`config.mk`:
```
export PLATFORM = sky130hd
export DESIGN_NAME = ps2_mouse_rx
export DESIGN_NICKNAME = d
export VERILOG_FILES = /design/src/rtl/ps2_pkg.sv /design/src/rtl/ps2_frame_rx.sv /design/src/rtl/ps2_mouse_rx.sv
export SDC_FILE = /design/constraint.sdc
export NUM_CORES = 1
export LEC_CHECK = 0
export ABC_AREA = 1
export CORE_MARGIN = 5
export CORE_UTILIZATION = 40
export CTS_CLUSTER_DIAMETER = 150
export DETAILED_ROUTE_END_ITERATION = 16
export GPL_ROUTABILITY_DRIVEN = 0
export PLACE_DENSITY = 0.6
export SLEW_MARGIN = 20
export SYNTH_ARGS = -nofsm -noshare
export SYNTH_HDL_FRONTEND = slang
export SYNTH_HIERARCHICAL = 1
export SYNTH_SLANG_ARGS = --single-unit
export TNS_END_PERCENT = 5
```
`constraint.sdc`:
```
create_clock -name slower_clk -period 3.8 [get_ports slower_clk]
set_clock_uncertainty 0.2 [all_clocks]
set_input_delay 0.76 -clock slower_clk [delete_from_list [all_inputs] [get_ports slower_clk]]
set_output_delay 0.76 -clock slower_clk [all_outputs]
set_load 0.005 [all_outputs]
```
`src/rtl/ps2_pkg.sv`:
```
// Shared definitions for the PS/2 mouse receiver: frame FSM encoding,
// frame/packet sizes and the byte0 field positions.
package ps2_pkg;

  typedef enum logic [2:0] {
    IDLE,
    START,
    DATA,
    PARITY,
    STOP
  } frame_state_t;

  localparam int FRAME_BITS = 11;
  localparam int DATA_BITS  = FRAME_BITS - 3;
  localparam int PACKET_LEN = 3;

  localparam int SYNC_BIT   = 3;
  localparam int X_SIGN_BIT = 4;
  localparam int Y_SIGN_BIT = 5;

endpackage

```
`src/rtl/ps2_frame_rx.sv`:
```
// Single PS/2 frame receiver: synchronizes the bus, detects falling clock
// edges and checks start, odd parity and stop bits of each 11-bit frame.
module ps2_frame_rx
  import ps2_pkg::*;
(
  input  logic       slower_clk,
  input  logic       reset,
  input  logic       enable,
  input  logic       abort,
  input  logic       ps2_clk,
  input  logic       ps2_data,
  output logic [7:0] data,
  output logic       byte_done,
  output logic       frame_err,
  output logic       busy,
  output logic       fall_edge
);

  frame_state_t state, next_state;

  logic       clk_meta, clk_sync, clk_prev;
  logic       data_meta, data_sync;
  logic [2:0] bit_cnt;
  logic [7:0] shift_reg;
  logic       start_bit;
  logic       parity_bit;

  assign fall_edge = clk_prev & ~clk_sync;
  assign busy      = (state != IDLE);
  assign data      = shift_reg;

  always_ff @(posedge slower_clk or negedge reset) begin
    if (!reset) begin
      clk_meta   <= 1'b1;
      clk_sync   <= 1'b1;
      clk_prev   <= 1'b1;
      data_meta  <= 1'b1;
      data_sync  <= 1'b1;
      state      <= IDLE;
      bit_cnt    <= '0;
      shift_reg  <= '0;
      start_bit  <= 1'b0;
      parity_bit <= 1'b0;
    end else begin
      clk_meta  <= ps2_clk;
      clk_sync  <= clk_meta;
      clk_prev  <= clk_sync;
      data_meta <= ps2_data;
      data_sync <= data_meta;
      state     <= next_state;
      if (state == IDLE)
        bit_cnt <= '0;
      if (fall_edge && enable) begin
        case (state)
          IDLE:   start_bit  <= data_sync;
          DATA: begin
            shift_reg <= {data_sync, shift_reg[7:1]};
            bit_cnt   <= bit_cnt + 3'd1;
          end
          PARITY: parity_bit <= data_sync;
          default: ;
        endcase
      end
    end
  end

  // Stop-edge cycle decides the frame: odd parity over data+parity and stop=1
  always_comb begin
    next_state = state;
    byte_done  = 1'b0;
    frame_err  = 1'b0;
    if (!enable || abort) begin
      next_state = IDLE;
    end else begin
      case (state)
        IDLE:
          if (fall_edge) next_state = START;
        START:
          if (start_bit) begin
            next_state = IDLE;
            frame_err  = 1'b1;
          end else begin
            next_state = DATA;
          end
        DATA:
          if (fall_edge && bit_cnt == 3'(DATA_BITS - 1)) next_state = PARITY;
        PARITY:
          if (fall_edge) next_state = STOP;
        STOP:
          if (fall_edge) begin
            next_state = IDLE;
            if ((^{shift_reg, parity_bit}) && data_sync)
              byte_done = 1'b1;
            else
              frame_err = 1'b1;
          end
        default:
          next_state = IDLE;
      endcase
    end
  end

endmodule

```
`src/rtl/ps2_mouse_rx.sv`:
```
// PS/2 mouse receiver: assembles 3-byte movement packets from received
// frames and aborts stalled frames/packets after a timeout.
module ps2_mouse_rx
  import ps2_pkg::*;
#(
  parameter int CLK_FREQ   = 25000000,
  parameter int TIMEOUT_US = 2000
) (
  input  logic       slower_clk,
  input  logic       reset,
  input  logic       ps2_clk,
  input  logic       ps2_data,
  input  logic       enable,
  output logic [7:0] rx_byte,
  output logic       rx_byte_valid,
  output logic [8:0] x_move,
  output logic [8:0] y_move,
  output logic [2:0] buttons,
  output logic       packet_valid,
  output logic       frame_error,
  output logic       busy
);

  // Split the product so the default parameters do not overflow 32 bits
  localparam int TIMEOUT_CYCLES = (CLK_FREQ / 1000) * TIMEOUT_US / 1000;
  localparam int TO_W           = $clog2(TIMEOUT_CYCLES + 1);

  logic [7:0]      frame_data;
  logic            byte_done;
  logic            frame_err;
  logic            fall_edge;
  logic            timeout_hit;
  logic            timeout_active;
  logic [TO_W-1:0] timeout_cnt;
  logic [1:0]      byte_index;
  logic            x_sign, y_sign;
  logic [2:0]      btn_hold;
  logic [7:0]      byte1;

  assign timeout_active = enable && (busy || byte_index != 2'd0);
  assign timeout_hit    = timeout_active && !fall_edge &&
                          (timeout_cnt == TO_W'(TIMEOUT_CYCLES - 1));

  ps2_frame_rx u_frame (
    .slower_clk (slower_clk),
    .reset      (reset),
    .enable     (enable),
    .abort      (timeout_hit),
    .ps2_clk    (ps2_clk),
    .ps2_data   (ps2_data),
    .data       (frame_data),
    .byte_done  (byte_done),
    .frame_err  (frame_err),
    .busy       (busy),
    .fall_edge  (fall_edge)
  );

  always_ff @(posedge slower_clk or negedge reset) begin
    if (!reset)
      timeout_cnt <= '0;
    else if (!timeout_active || fall_edge || timeout_hit)
      timeout_cnt <= '0;
    else
      timeout_cnt <= timeout_cnt + 1'b1;
  end

  // Packet assembly; a byte0 without the sync bit is dropped to resync
  always_ff @(posedge slower_clk or negedge reset) begin
    if (!reset) begin
      byte_index    <= 2'd0;
      rx_byte       <= '0;
      rx_byte_valid <= 1'b0;
      packet_valid  <= 1'b0;
      frame_error   <= 1'b0;
      x_move        <= '0;
      y_move        <= '0;
      buttons       <= '0;
      x_sign        <= 1'b0;
      y_sign        <= 1'b0;
      btn_hold      <= '0;
      byte1         <= '0;
    end else begin
      rx_byte_valid <= 1'b0;
      packet_valid  <= 1'b0;
      frame_error   <= 1'b0;
      if (!enable) begin
        byte_index <= 2'd0;
      end else if (timeout_hit || frame_err) begin
        frame_error <= 1'b1;
        byte_index  <= 2'd0;
      end else if (byte_done) begin
        if (byte_index == 2'd0 && !frame_data[SYNC_BIT]) begin
          frame_error <= 1'b1;
        end else begin
          rx_byte       <= frame_data;
          rx_byte_valid <= 1'b1;
          if (byte_index == 2'd0) begin
            x_sign     <= frame_data[X_SIGN_BIT];
            y_sign     <= frame_data[Y_SIGN_BIT];
            btn_hold   <= frame_data[2:0];
            byte_index <= 2'd1;
          end else if (byte_index == 2'(PACKET_LEN - 2)) begin
            byte1      <= frame_data;
            byte_index <= 2'(PACKET_LEN - 1);
          end else begin
            x_move       <= {x_sign, byte1};
            y_move       <= {y_sign, frame_data};
            buttons      <= btn_hold;
            packet_valid <= 1'b1;
            byte_index   <= 2'd0;
          end
        end
      end
    end
  end

endmodule

```
==> qor.log, run 1 <==
INFO  cells_and_area nets=498
INFO  cts            path_clk_slew=0.08ns
INFO  place          numPlacedInstances=612
INFO  min_path       min_delay_src=u_frame/clk_meta$_DFF_PN1_
INFO  cts            clockRootBuffer=sky130_fd_sc_hd__clkbuf_8
INFO  grt            grt_overflow=0
INFO  cells_and_area most-common-layout-cells=152 x sky130_fd_sc_hd__nand2_1, 79 x sky130_fd_sc_hd__dfrtp_1, 44 x sky130_fd_sc_hd__inv_1
INFO  worst_setup_path crit_type=flop to flop
INFO  detailed_routing number_of_drc_markers_after_the_initial_detailed_route_iteration=110
INFO  place          placement.cell_area=0.00440mm^2
INFO  timing         final-max-slew-violation-count=0
INFO  cts            clk_latency=0.35ns
INFO  detailed_routing viasPerCell=4.59
INFO  cts            tritoncts.num_buffers=9
INFO  pwr            power.leakage=2.17nW
INFO  worst_setup_path timing.critical_path.cells=nor2_1, inv_1, nor2_1, inv_1, inv_1, a21oi_4, nand3_4, inv_1, nor2_4, inv_1, nor4_1, inv_1, nor2_1, nand2_1, nor3_1, nand2_2, nand2_1, o21ai_2
INFO  synthesis      synth_nets=455
INFO  die            ios=38
INFO  worst_setup_path crit_required=3.84ns
INFO  detailed_routing drt_first_pass_iters=4
INFO  place          detailedPlacementHpwl=5380um
INFO  grt            maximum_number_of_pins_on_one_net_before_global_route_repair=85
INFO  synthesis      syn-mean-instance-area=8.78um^2
INFO  cts            post_cts.resized_instances=0
INFO  timing         final_hold_viol_count=0
INFO  timing         setup_viol=0
INFO  cts            cts-root-to-sink-buffers=2
INFO  timing         fin_hold_ws=0.159ns
INFO  worst_setup_path cp_top_family=simple AND/OR/NAND/NOR gates
INFO  cells_and_area antenna_cells_inserted=0
INFO  pwr            fin_total_pwr=2.26mW
INFO  cts            hold_buffers=0
INFO  synthesis      yosysWarnings=6
INFO  worst_setup_path path_buf_inv=6
INFO  die            chipHeight=109um
INFO  synthesis      synth.lib_cells_used.distinct=35
INFO  grt            grt_first_pass_wirelength=13200um
INFO  cells_and_area final_area=0.00462mm^2
INFO  pwr            vdd_drop_max=0.222mV
INFO  worst_setup_path crit_path_max_fanout=15
INFO  synthesis      ys_seq_area_share=53.7%
INFO  cells_and_area areaGrowthSynthToFinish=17.8%
INFO  cells_and_area most_frequent_standard_cell_in_the_layout_excluding_fill_and_tap_cells=sky130_fd_sc_hd__nand2_1
INFO  grt            track_usage=14.2%
INFO  cts            post-cts-setup-buffer-count=0
INFO  die            floorplan.initialDensity=40.5%
INFO  grt            first_global_vias=2845
INFO  pwr            power_per_cell_area=489mW/mm^2
INFO  worst_setup_path crit_path_slowest_cell=sky130_fd_sc_hd__dfrtp_1
INFO  timing         setup_repair_after_global_routing_missed_its_margin=no
INFO  synthesis      mappedNetlistArea=0.00393mm^2
INFO  run            cap_violations=0
INFO  cells_and_area finalCoreUtilization=47.8%
INFO  detailed_routing routed_wirelength=7720um
INFO  detailed_routing routed-via-count=2880
INFO  timing         fin_tns_setup=0ns
INFO  worst_setup_path cp-startpoint=u_frame/state[1]$_DFFE_PN0P_
INFO  worst_setup_path max_stage_delay=0.43ns
INFO  grt            grt_antenna_before_repair=0
INFO  worst_setup_path crit_path_frequent_cell=sky130_fd_sc_hd__inv_1
INFO  cts            clkSinkCount=84
INFO  die            core_area=0.00968mm^2
INFO  worst_setup_path worstSetupStartpointType=flop
INFO  die            die_width=109um
INFO  die            floorplan.die_area=0.0119mm^2
INFO  worst_setup_path cp.arrival=3.41ns
INFO  place          io_buffers=37
INFO  synthesis      post_synth_inst_count=447
INFO  cts            cts_max_level=3
INFO  cts            cts_tree=built
INFO  place          place_worst_setup_slack=0.166ns
INFO  cells_and_area final_layout_size_suffix_gt1_share=13.2%
INFO  min_path       hold_path.class=flop to flop
INFO  detailed_routing wl_per_cell=12.3um
INFO  run_status     outcome=completed
INFO  die            fp-row-count=36
INFO  worst_setup_path worst_setup_path_end_kind=flop
INFO  timing         max_clock_freq=0.296GHz
INFO  synthesis      seq_cells_post_synth=84
INFO  worst_setup_path worstReg2RegStart=u_frame/state[1]$_DFFE_PN0P_
INFO  detailed_routing postRouteAntennaNets=0
INFO  timing         final_critical_path_setup_slack=0.426ns
INFO  timing         timing.slew.headroom=50.3%
INFO  cells_and_area finish.cell_count_without_fillers=627
INFO  timing         max_slew.worst_pin.slew=0.745ns
INFO  timing         final_min_period_over_clock_period=88.8%
INFO  detailed_routing drc_viols=0
INFO  timing         finalCriticalPeriod=3.37ns
## flip-flops by register name (all words and copies together), names as in the netlist
name / count
u_frame/data_meta: 1
u_frame/start_bit: 1
u_frame/data: 8
u_frame/parity_bit: 1
y_move: 9
u_frame/clk_meta: 1
timeout_cnt: 16
x_sign: 1
rx_byte_valid: 1
y_sign: 1
u_frame/clk_sync: 1
x_move: 9
byte_index: 2
rx_byte: 8
u_frame/state: 3
frame_error: 1
buttons: 3
packet_valid: 1
u_frame/clk_prev: 1
byte1: 8
u_frame/bit_cnt: 3
btn_hold: 3
u_frame/data_sync: 1
## kinds of logic after synthesis
group,synth area share (%)
AOI/OAI and AO/OA,7.49
xor gates and xnor gates,2.23
adders and majority gates,0.956
buffers and inverters,7.17
DFF,53.7
and+or+nand+nor,28.4
## cell type report
class	instances	area, um^2
fill	938	5060
sequential	84	2110
timing repair buffer	40	394
inverter	52	198
clock inverter	5	85.1
clock buffer	10	138
tap	133	166
multi-input combinational	303	1540
## final timing paths
kind	end	slack [ns]	cells past startpoint
worst max-delay path	byte1[0]$_DFFE_PN0P_	0.43	18
worst min-delay path	u_frame/clk_sync$_DFF_PN1_	0.16	0
worst max register to register	byte1[0]$_DFFE_PN0P_	0.43	18
worst min register to register	u_frame/clk_sync$_DFF_PN1_	0.16	0
max in group asynchronous	rx_byte[0]$_DFFE_PN0P_	2.65	1
min in group asynchronous	u_frame/data[2]$_DFFE_PN0P_	0.26	1
## cells in the mapped netlist, drive strengths merged
| cell type | instances | share of area (%) |
|---|---|---|
| xnor2 | 5 | 1.1 |
| ha | 3 | 0.96 |
| buf | 8 | 2.1 |
| a21oi | 5 | 0.92 |
| nor2 | 47 | 6.0 |
| xor2 | 5 | 1.1 |
| dfstp | 5 | 3.3 |
| nand3 | 26 | 3.9 |
| inv | 52 | 5.0 |
| o31ai | 1 | 0.19 |
| o21ai | 29 | 4.7 |
| o21bai | 5 | 0.96 |
| nor3b | 2 | 0.38 |
| or3 | 1 | 0.16 |
| nand2 | 158 | 16 |
| dfrtp | 79 | 50 |
| a31oi | 3 | 0.48 |
| o21a | 1 | 0.19 |
| nand4 | 3 | 0.64 |
| nor3 | 7 | 1.5 |
| nor4 | 2 | 0.32 |
## worst reg2reg max path, stage by stage (launching register included)
cell,delay [ns]
sky130_fd_sc_hd__dfrtp_1,0.43
sky130_fd_sc_hd__nor2_1,0.10
sky130_fd_sc_hd__inv_1,0.07
sky130_fd_sc_hd__nor2_1,0.17
sky130_fd_sc_hd__inv_1,0.15
sky130_fd_sc_hd__inv_1,0.12
sky130_fd_sc_hd__a21oi_4,0.07
sky130_fd_sc_hd__nand3_4,0.12
sky130_fd_sc_hd__inv_1,0.08
sky130_fd_sc_hd__nor2_4,0.14
sky130_fd_sc_hd__inv_1,0.07
sky130_fd_sc_hd__nor4_1,0.32
sky130_fd_sc_hd__inv_1,0.07
sky130_fd_sc_hd__nor2_1,0.14
sky130_fd_sc_hd__nand2_1,0.16
sky130_fd_sc_hd__nor3_1,0.34
sky130_fd_sc_hd__nand2_2,0.28
sky130_fd_sc_hd__nand2_1,0.16
sky130_fd_sc_hd__o21ai_2,0.06
## power by group
group	internal [mW]	leakage [nW]	switching, mW	total, mW
Combinational	0.160	0.952	0.299	0.459
Clock	0.388	0.109	0.318	0.705
Sequential	0.973	1.10	0.124	1.10
Total	1.52	2.17	0.741	2.26
## routing by layer
metal  wire, um  vias to the layer above  GRT usage [%]
met5          0                        -              0
met4        107                        0           5.41
met3        242                        6           3.61
met2       3710                       32           23.2
met1       3660                     1356           18.2
li1           -                     1486              -
No activity file was read; power rests on OpenSTA's default activity.
==> run 2: changes to the inputs <==
Settings changed: CORE_MARGIN 5 to 2.
==> qor.log, run 2 (synthesized netlist as in run 1, its figures left out) <==
INFO  timing         final_min_period_over_clock_period=86.6%
INFO  worst_setup_path crit_path_max_fanout=15
INFO  cts            hold_buffers=0
INFO  place          place_worst_setup_slack=0.141ns
INFO  run            cap_violations=0
INFO  cts            tritoncts.num_buffers=9
INFO  pwr            vdd_drop_max=0.261mV
INFO  cells_and_area largest_register_ff_count=16
INFO  timing         finalCriticalPeriod=3.29ns
INFO  grt            maximum_number_of_pins_on_one_net_before_global_route_repair=85
INFO  cells_and_area most-common-layout-cells=152 x sky130_fd_sc_hd__nand2_1, 79 x sky130_fd_sc_hd__dfrtp_1, 44 x sky130_fd_sc_hd__inv_1
INFO  pwr            power.leakage=2.15nW
INFO  detailed_routing wl_per_cell=12.1um
INFO  detailed_routing routed-via-count=2965
INFO  grt            grt_first_pass_wirelength=13500um
INFO  die            floorplan.die_area=0.0106mm^2
INFO  cts            cts_max_level=3
INFO  die            ios=38
INFO  cts            cts_tree=built
INFO  pwr            power.share.clock=29.3%
INFO  cts            clkSinkCount=84
INFO  worst_setup_path crit_required=3.84ns
INFO  grt            use_met3=2.85%
INFO  detailed_routing postRouteAntennaNets=0
INFO  timing         setup_viol=0
INFO  detailed_routing routed_wirelength=7590um
INFO  place          detailedPlacementHpwl=5170um
INFO  timing         setup_repair_after_global_routing_missed_its_margin=no
INFO  grt            grt_antenna_before_repair=0
INFO  worst_setup_path cp.arrival=3.33ns
INFO  pwr            seq_power_share=49.9%
INFO  min_path       hold_path.class=flop to flop
INFO  pwr            cellInternalPower=1.44mW
INFO  worst_setup_path worstSetupStartpointType=flop
INFO  cts            cts-root-to-sink-buffers=2
INFO  cells_and_area nets=499
INFO  die            fp-row-count=36
INFO  grt            grt_use_met2=25.8%
INFO  timing         max_clock_freq=0.304GHz
INFO  pwr            power_per_cell_area=478mW/mm^2
INFO  die            core_area=0.00964mm^2
INFO  grt            track_usage=16.2%
INFO  cells_and_area layout_top_registers=timeout_cnt x16, x_move x9, y_move x9
INFO  detailed_routing number_of_drc_markers_after_the_initial_detailed_route_iteration=138
INFO  timing         fin_tns_setup=0ns
INFO  grt            first_global_vias=2926
INFO  die            chipHeight=103um
INFO  worst_setup_path crit_type=flop to flop
INFO  cells_and_area most_frequent_standard_cell_in_the_layout_excluding_fill_and_tap_cells=sky130_fd_sc_hd__nand2_1
INFO  grt            groute.layer.met1.usage=22.4%
INFO  cells_and_area finish.cell_count_without_fillers=629
INFO  cells_and_area final_area=0.00461mm^2
INFO  pwr            share_comb_of_total_power=20.8%
INFO  cts            clockRootBuffer=sky130_fd_sc_hd__clkbuf_8
INFO  place          io_buffers=37
INFO  place          placement.cell_area=0.00440mm^2
INFO  cts            clk_latency=0.35ns
INFO  grt            gr-max-usage-layer=met2
INFO  timing         final-max-slew-violation-count=0
INFO  place          numPlacedInstances=612
INFO  detailed_routing drc_viols=0
INFO  cts            path_clk_slew=0.08ns
INFO  timing         max_slew.worst_pin.slew=0.755ns
INFO  pwr            net-switching-power=0.759mW
INFO  grt            grt_overflow=0
INFO  die            die_width=103um
INFO  pwr            netSwitchingFraction=34.5%
INFO  cells_and_area max_flop_register=timeout_cnt
INFO  detailed_routing drt_first_pass_iters=4
INFO  cells_and_area areaGrowthSynthToFinish=17.4%
INFO  cells_and_area antenna_cells_inserted=0
INFO  detailed_routing viasPerCell=4.71
INFO  run_status     outcome=completed
INFO  cells_and_area final_layout_size_suffix_gt1_share=13.3%
INFO  timing         final_hold_viol_count=0
INFO  die            floorplan.initialDensity=40.7%
INFO  timing         final_critical_path_setup_slack=0.510ns
INFO  timing         timing.slew.headroom=49.6%
INFO  worst_setup_path worst_setup_path_end_kind=flop
INFO  cts            post_cts.resized_instances=0
[run 2: worst max-delay path: stages, from the launching register on]
cell and delay [ns]:
sky130_fd_sc_hd__dfrtp_1 0.44, sky130_fd_sc_hd__nor2_1 0.11, sky130_fd_sc_hd__inv_1 0.07, sky130_fd_sc_hd__nor2_1 0.17
sky130_fd_sc_hd__inv_1 0.14, sky130_fd_sc_hd__inv_1 0.12, sky130_fd_sc_hd__a21oi_4 0.07, sky130_fd_sc_hd__nand3_4 0.12
sky130_fd_sc_hd__inv_1 0.08, sky130_fd_sc_hd__nor2_4 0.15, sky130_fd_sc_hd__inv_1 0.07, sky130_fd_sc_hd__nor4_1 0.33
sky130_fd_sc_hd__inv_1 0.08, sky130_fd_sc_hd__nor2_1 0.14, sky130_fd_sc_hd__nand2_1 0.15, sky130_fd_sc_hd__nor3_1 0.33
sky130_fd_sc_hd__nand2_2 0.06, sky130_fd_sc_hd__buf_4 0.20, sky130_fd_sc_hd__nand2_1 0.08, sky130_fd_sc_hd__o21ai_1 0.06
[run 2: worst paths after layout]
kind / cells after the start / slack (ns) / startpoint / to
setup / recovery: 19 / 0.51 / u_frame/state[1]$_DFFE_PN0P_ / byte1[1]$_DFFE_PN0P_
hold / removal: 0 / 0.16 / u_frame/clk_meta$_DFF_PN1_ / u_frame/clk_sync$_DFF_PN1_
setup reg to reg: 19 / 0.51 / u_frame/state[1]$_DFFE_PN0P_ / byte1[1]$_DFFE_PN0P_
hold reg to reg: 0 / 0.16 / u_frame/clk_meta$_DFF_PN1_ / u_frame/clk_sync$_DFF_PN1_
max in group asynchronous: 1 / 2.63 / reset / timeout_cnt[12]$_DFF_PN0_
min in group asynchronous: 1 / 0.23 / reset / timeout_cnt[2]$_DFF_PN0_
[run 2: power by group through the flow]
stage	clock [mW]	sequential, mW	combinational, mW
after floorplan	0	1.07	0.347
after global placement	0	1.12	0.450
after detailed placement	0	1.11	0.463
after CTS	0.665	1.10	0.465
after global routing	0.703	1.11	0.534
final	0.645	1.10	0.457
[run 2: repair_timing]
item,4_1_cts,5_1_grt
endpoints found under the hold margin,0,0
setup buffers,0,1
endpoints found under the setup margin,0,7
[run 2: cell type report]
class / instances / area (um^2)
fill: 986 / 5030
multi-input combinational: 303 / 1540
clock buffer: 10 / 128
tap: 133 / 166
inverter: 52 / 198
clock inverter: 6 / 71.3
sequential: 84 / 2110
timing repair buffer: 41 / 402
[run 2: stage by stage]
stage	utilization (%)	hold WS (ns)	total power [mW]
after global routing	47.8	0.163	2.35
after detailed placement	45.6	0.148	1.58
after global placement	45.6	0.146	1.57
after CTS	47.7	0.161	2.23
after floorplan	-	0.145	1.41
final	47.8	0.159	2.20
[run 2: routing by layer]
layer	routed length [um]	up-vias
met3	257	11
met2	3610	46
met1	3610	1416
li1	-	1492
met5	0	-
met4	111	0
==> run 3: changes to the inputs <==
Settings changed: SLEW_MARGIN 20 to 40.
==> qor.log, run 3 (synthesized netlist as in run 1, its figures left out) <==
INFO  cells_and_area most_frequent_standard_cell_in_the_layout_excluding_fill_and_tap_cells=sky130_fd_sc_hd__nand2_1
INFO  grt            first_global_vias=2919
INFO  place          numPlacedInstances=612
INFO  timing         setup_repair_after_global_routing_missed_its_margin=no
INFO  worst_setup_path crit_type=flop to flop
INFO  cts            clkSinkCount=84
INFO  worst_setup_path cp.arrival=3.32ns
INFO  die            die_width=103um
INFO  cells_and_area finish.cell_count_without_fillers=629
INFO  cells_and_area final_layout_size_suffix_gt1_share=13.3%
INFO  pwr            power_per_cell_area=477mW/mm^2
INFO  grt            track_usage=16.2%
INFO  cells_and_area largest_register_ff_count=16
INFO  detailed_routing drt_first_pass_iters=4
INFO  grt            maximum_number_of_pins_on_one_net_before_global_route_repair=85
INFO  place          io_buffers=37
INFO  cts            cts_tree=built
INFO  detailed_routing number_of_drc_markers_after_the_initial_detailed_route_iteration=138
INFO  cells_and_area most-common-layout-cells=152 x sky130_fd_sc_hd__nand2_1, 79 x sky130_fd_sc_hd__dfrtp_1, 44 x sky130_fd_sc_hd__inv_1
INFO  die            chipHeight=103um
INFO  die            ios=38
INFO  timing         max_slew.worst_pin.slew=0.667ns
INFO  die            floorplan.die_area=0.0106mm^2
INFO  timing         max_clock_freq=0.304GHz
INFO  timing         final_critical_path_setup_slack=0.514ns
INFO  place          placement.cell_area=0.00440mm^2
INFO  worst_setup_path worst_setup_path_end_kind=flop
INFO  timing         final_min_period_over_clock_period=86.5%
INFO  run_status     outcome=completed
INFO  run            cap_violations=0
INFO  cts            clockRootBuffer=sky130_fd_sc_hd__clkbuf_8
INFO  die            fp-row-count=36
INFO  cells_and_area max_flop_register=timeout_cnt
INFO  pwr            power.leakage=2.16nW
INFO  worst_setup_path r2r_cells=19
INFO  cells_and_area areaGrowthSynthToFinish=17.5%
INFO  min_path       holdPathEnd=u_frame/clk_sync$_DFF_PN1_
INFO  grt            grt_first_pass_wirelength=13500um
INFO  die            floorplan.initialDensity=40.7%
INFO  worst_setup_path rr_endpoint=byte1[1]$_DFFE_PN0P_
INFO  min_path       min_delay_src=u_frame/clk_meta$_DFF_PN1_
INFO  worst_setup_path crit_path_max_fanout=15
INFO  die            core_area=0.00964mm^2
INFO  cells_and_area layout_top_registers=timeout_cnt x16, x_move x9, y_move x9
INFO  worst_setup_path worstReg2RegStart=u_frame/state[1]$_DFFE_PN0P_
INFO  cts            tritoncts.num_buffers=9
INFO  timing         final-max-slew-violation-count=0
INFO  cts            path_clk_slew=0.08ns
INFO  timing         finalCriticalPeriod=3.29ns
INFO  place          place_worst_setup_slack=0.141ns
INFO  cells_and_area antenna_cells_inserted=0
INFO  cts            cts-root-to-sink-buffers=2
INFO  timing         timing.slew.headroom=55.4%
INFO  detailed_routing postRouteAntennaNets=0
INFO  detailed_routing viasPerCell=4.72
INFO  min_path       hold_path.class=flop to flop
INFO  worst_setup_path worstSetupStartpointType=flop
INFO  grt            grt_overflow=0
INFO  timing         fin_tns_setup=0ns
INFO  grt            grt_antenna_before_repair=0
INFO  place          detailedPlacementHpwl=5170um
INFO  detailed_routing routed-via-count=2969
INFO  worst_setup_path crit_required=3.84ns
INFO  worst_setup_path reg2reg_setup_slack=0.51ns
INFO  cells_and_area nets=499
INFO  cts            cts_max_level=3
INFO  cts            hold_buffers=0
INFO  pwr            vdd_drop_max=0.261mV
INFO  timing         setup_viol=0
INFO  detailed_routing routed_wirelength=7590um
INFO  detailed_routing wl_per_cell=12.1um
INFO  cells_and_area final_area=0.00461mm^2
INFO  cts            clk_latency=0.35ns
INFO  detailed_routing drc_viols=0
INFO  timing         final_hold_viol_count=0
INFO  min_path       min_delay_path_depth=0
## run 3: changes by cell type in the layout (fill, tap and decap cells not counted)
| cell | change |
|---|---|
| sky130_fd_sc_hd__buf_6 | -1 |
| sky130_fd_sc_hd__clkbuf_8 | +1 |
## run 3: worst max-delay path: stages (launching register included)
cell and delay (ns):
sky130_fd_sc_hd__dfrtp_1 0.44, sky130_fd_sc_hd__nor2_1 0.11, sky130_fd_sc_hd__inv_1 0.07, sky130_fd_sc_hd__nor2_1 0.17, sky130_fd_sc_hd__inv_1 0.14, sky130_fd_sc_hd__inv_1 0.12, sky130_fd_sc_hd__a21oi_4 0.07, sky130_fd_sc_hd__nand3_4 0.12
sky130_fd_sc_hd__inv_1 0.08, sky130_fd_sc_hd__nor2_4 0.15, sky130_fd_sc_hd__inv_1 0.07, sky130_fd_sc_hd__nor4_1 0.33, sky130_fd_sc_hd__inv_1 0.08, sky130_fd_sc_hd__nor2_1 0.14, sky130_fd_sc_hd__nand2_1 0.15, sky130_fd_sc_hd__nor3_1 0.33
sky130_fd_sc_hd__nand2_2 0.06, sky130_fd_sc_hd__buf_4 0.20, sky130_fd_sc_hd__nand2_1 0.08, sky130_fd_sc_hd__o21ai_1 0.06
## run 3: final cells by class
| type | instances | area (um^2) |
|---|---|---|
| Multi-Input combinational cell | 303 | 1540 |
| Fill cell | 986 | 5030 |
| Sequential cell | 84 | 2110 |
| Timing Repair Buffer | 41 | 404 |
| Clock buffer | 10 | 128 |
| Clock inverter | 6 | 71.3 |
| Tap cell | 133 | 166 |
| Inverter | 52 | 198 |
## run 3: layer usage
metal | vias up | share of wire [%] | routed length [um] | GRT usage, %
met2 | 46 | 48 | 3610 | 25.7
met1 | 1420 | 48 | 3610 | 22.5
met4 | 0 | 1.5 | 111 | 5.47
met3 | 11 | 3.4 | 257 | 2.85
met5 | - | 0 | 0 | 0
li1 | 1492 | - | - | -
## run 3: worst max path at each step
stage                                      end  depth (start not counted)                         start  slack [ns]
after global routing      byte1[1]$_DFFE_PN0P_                         19  u_frame/state[1]$_DFFE_PN0P_        0.08
after CTS                 byte1[5]$_DFFE_PN0P_                         18  u_frame/state[1]$_DFFE_PN0P_        0.40
after global placement    byte1[2]$_DFFE_PN0P_                         15                        enable        0.24
after detailed placement  byte1[5]$_DFFE_PN0P_                         15                        enable        0.14
final                     byte1[1]$_DFFE_PN0P_                         19  u_frame/state[1]$_DFFE_PN0P_        0.51
after floorplan           byte1[7]$_DFFE_PN0P_                         19  u_frame/state[1]$_DFFE_PN0P_        0.86
## run 3: where the power goes
part           leakage [nW]  internal, mW  total, mW  switching, mW
combinational         0.957         0.159      0.457          0.298
clock                0.0935         0.310      0.646          0.336
sequential             1.10         0.973       1.10          0.126
## run 3: per-stage QoR
stage	hold WS, ns	util [%]	power [mW]
floorplan	0.145	-	1.41
global placement	0.146	45.6	1.57
detailed placement	0.148	45.7	1.58
CTS	0.161	47.7	2.23
global route	0.163	47.8	2.35
finish	0.159	47.8	2.20
## run 3: timing repair
action / CTS / global route
resized for setup: 0 / 0
setup buffers: 0 / 1
setup endpoints to repair: 0 / 7
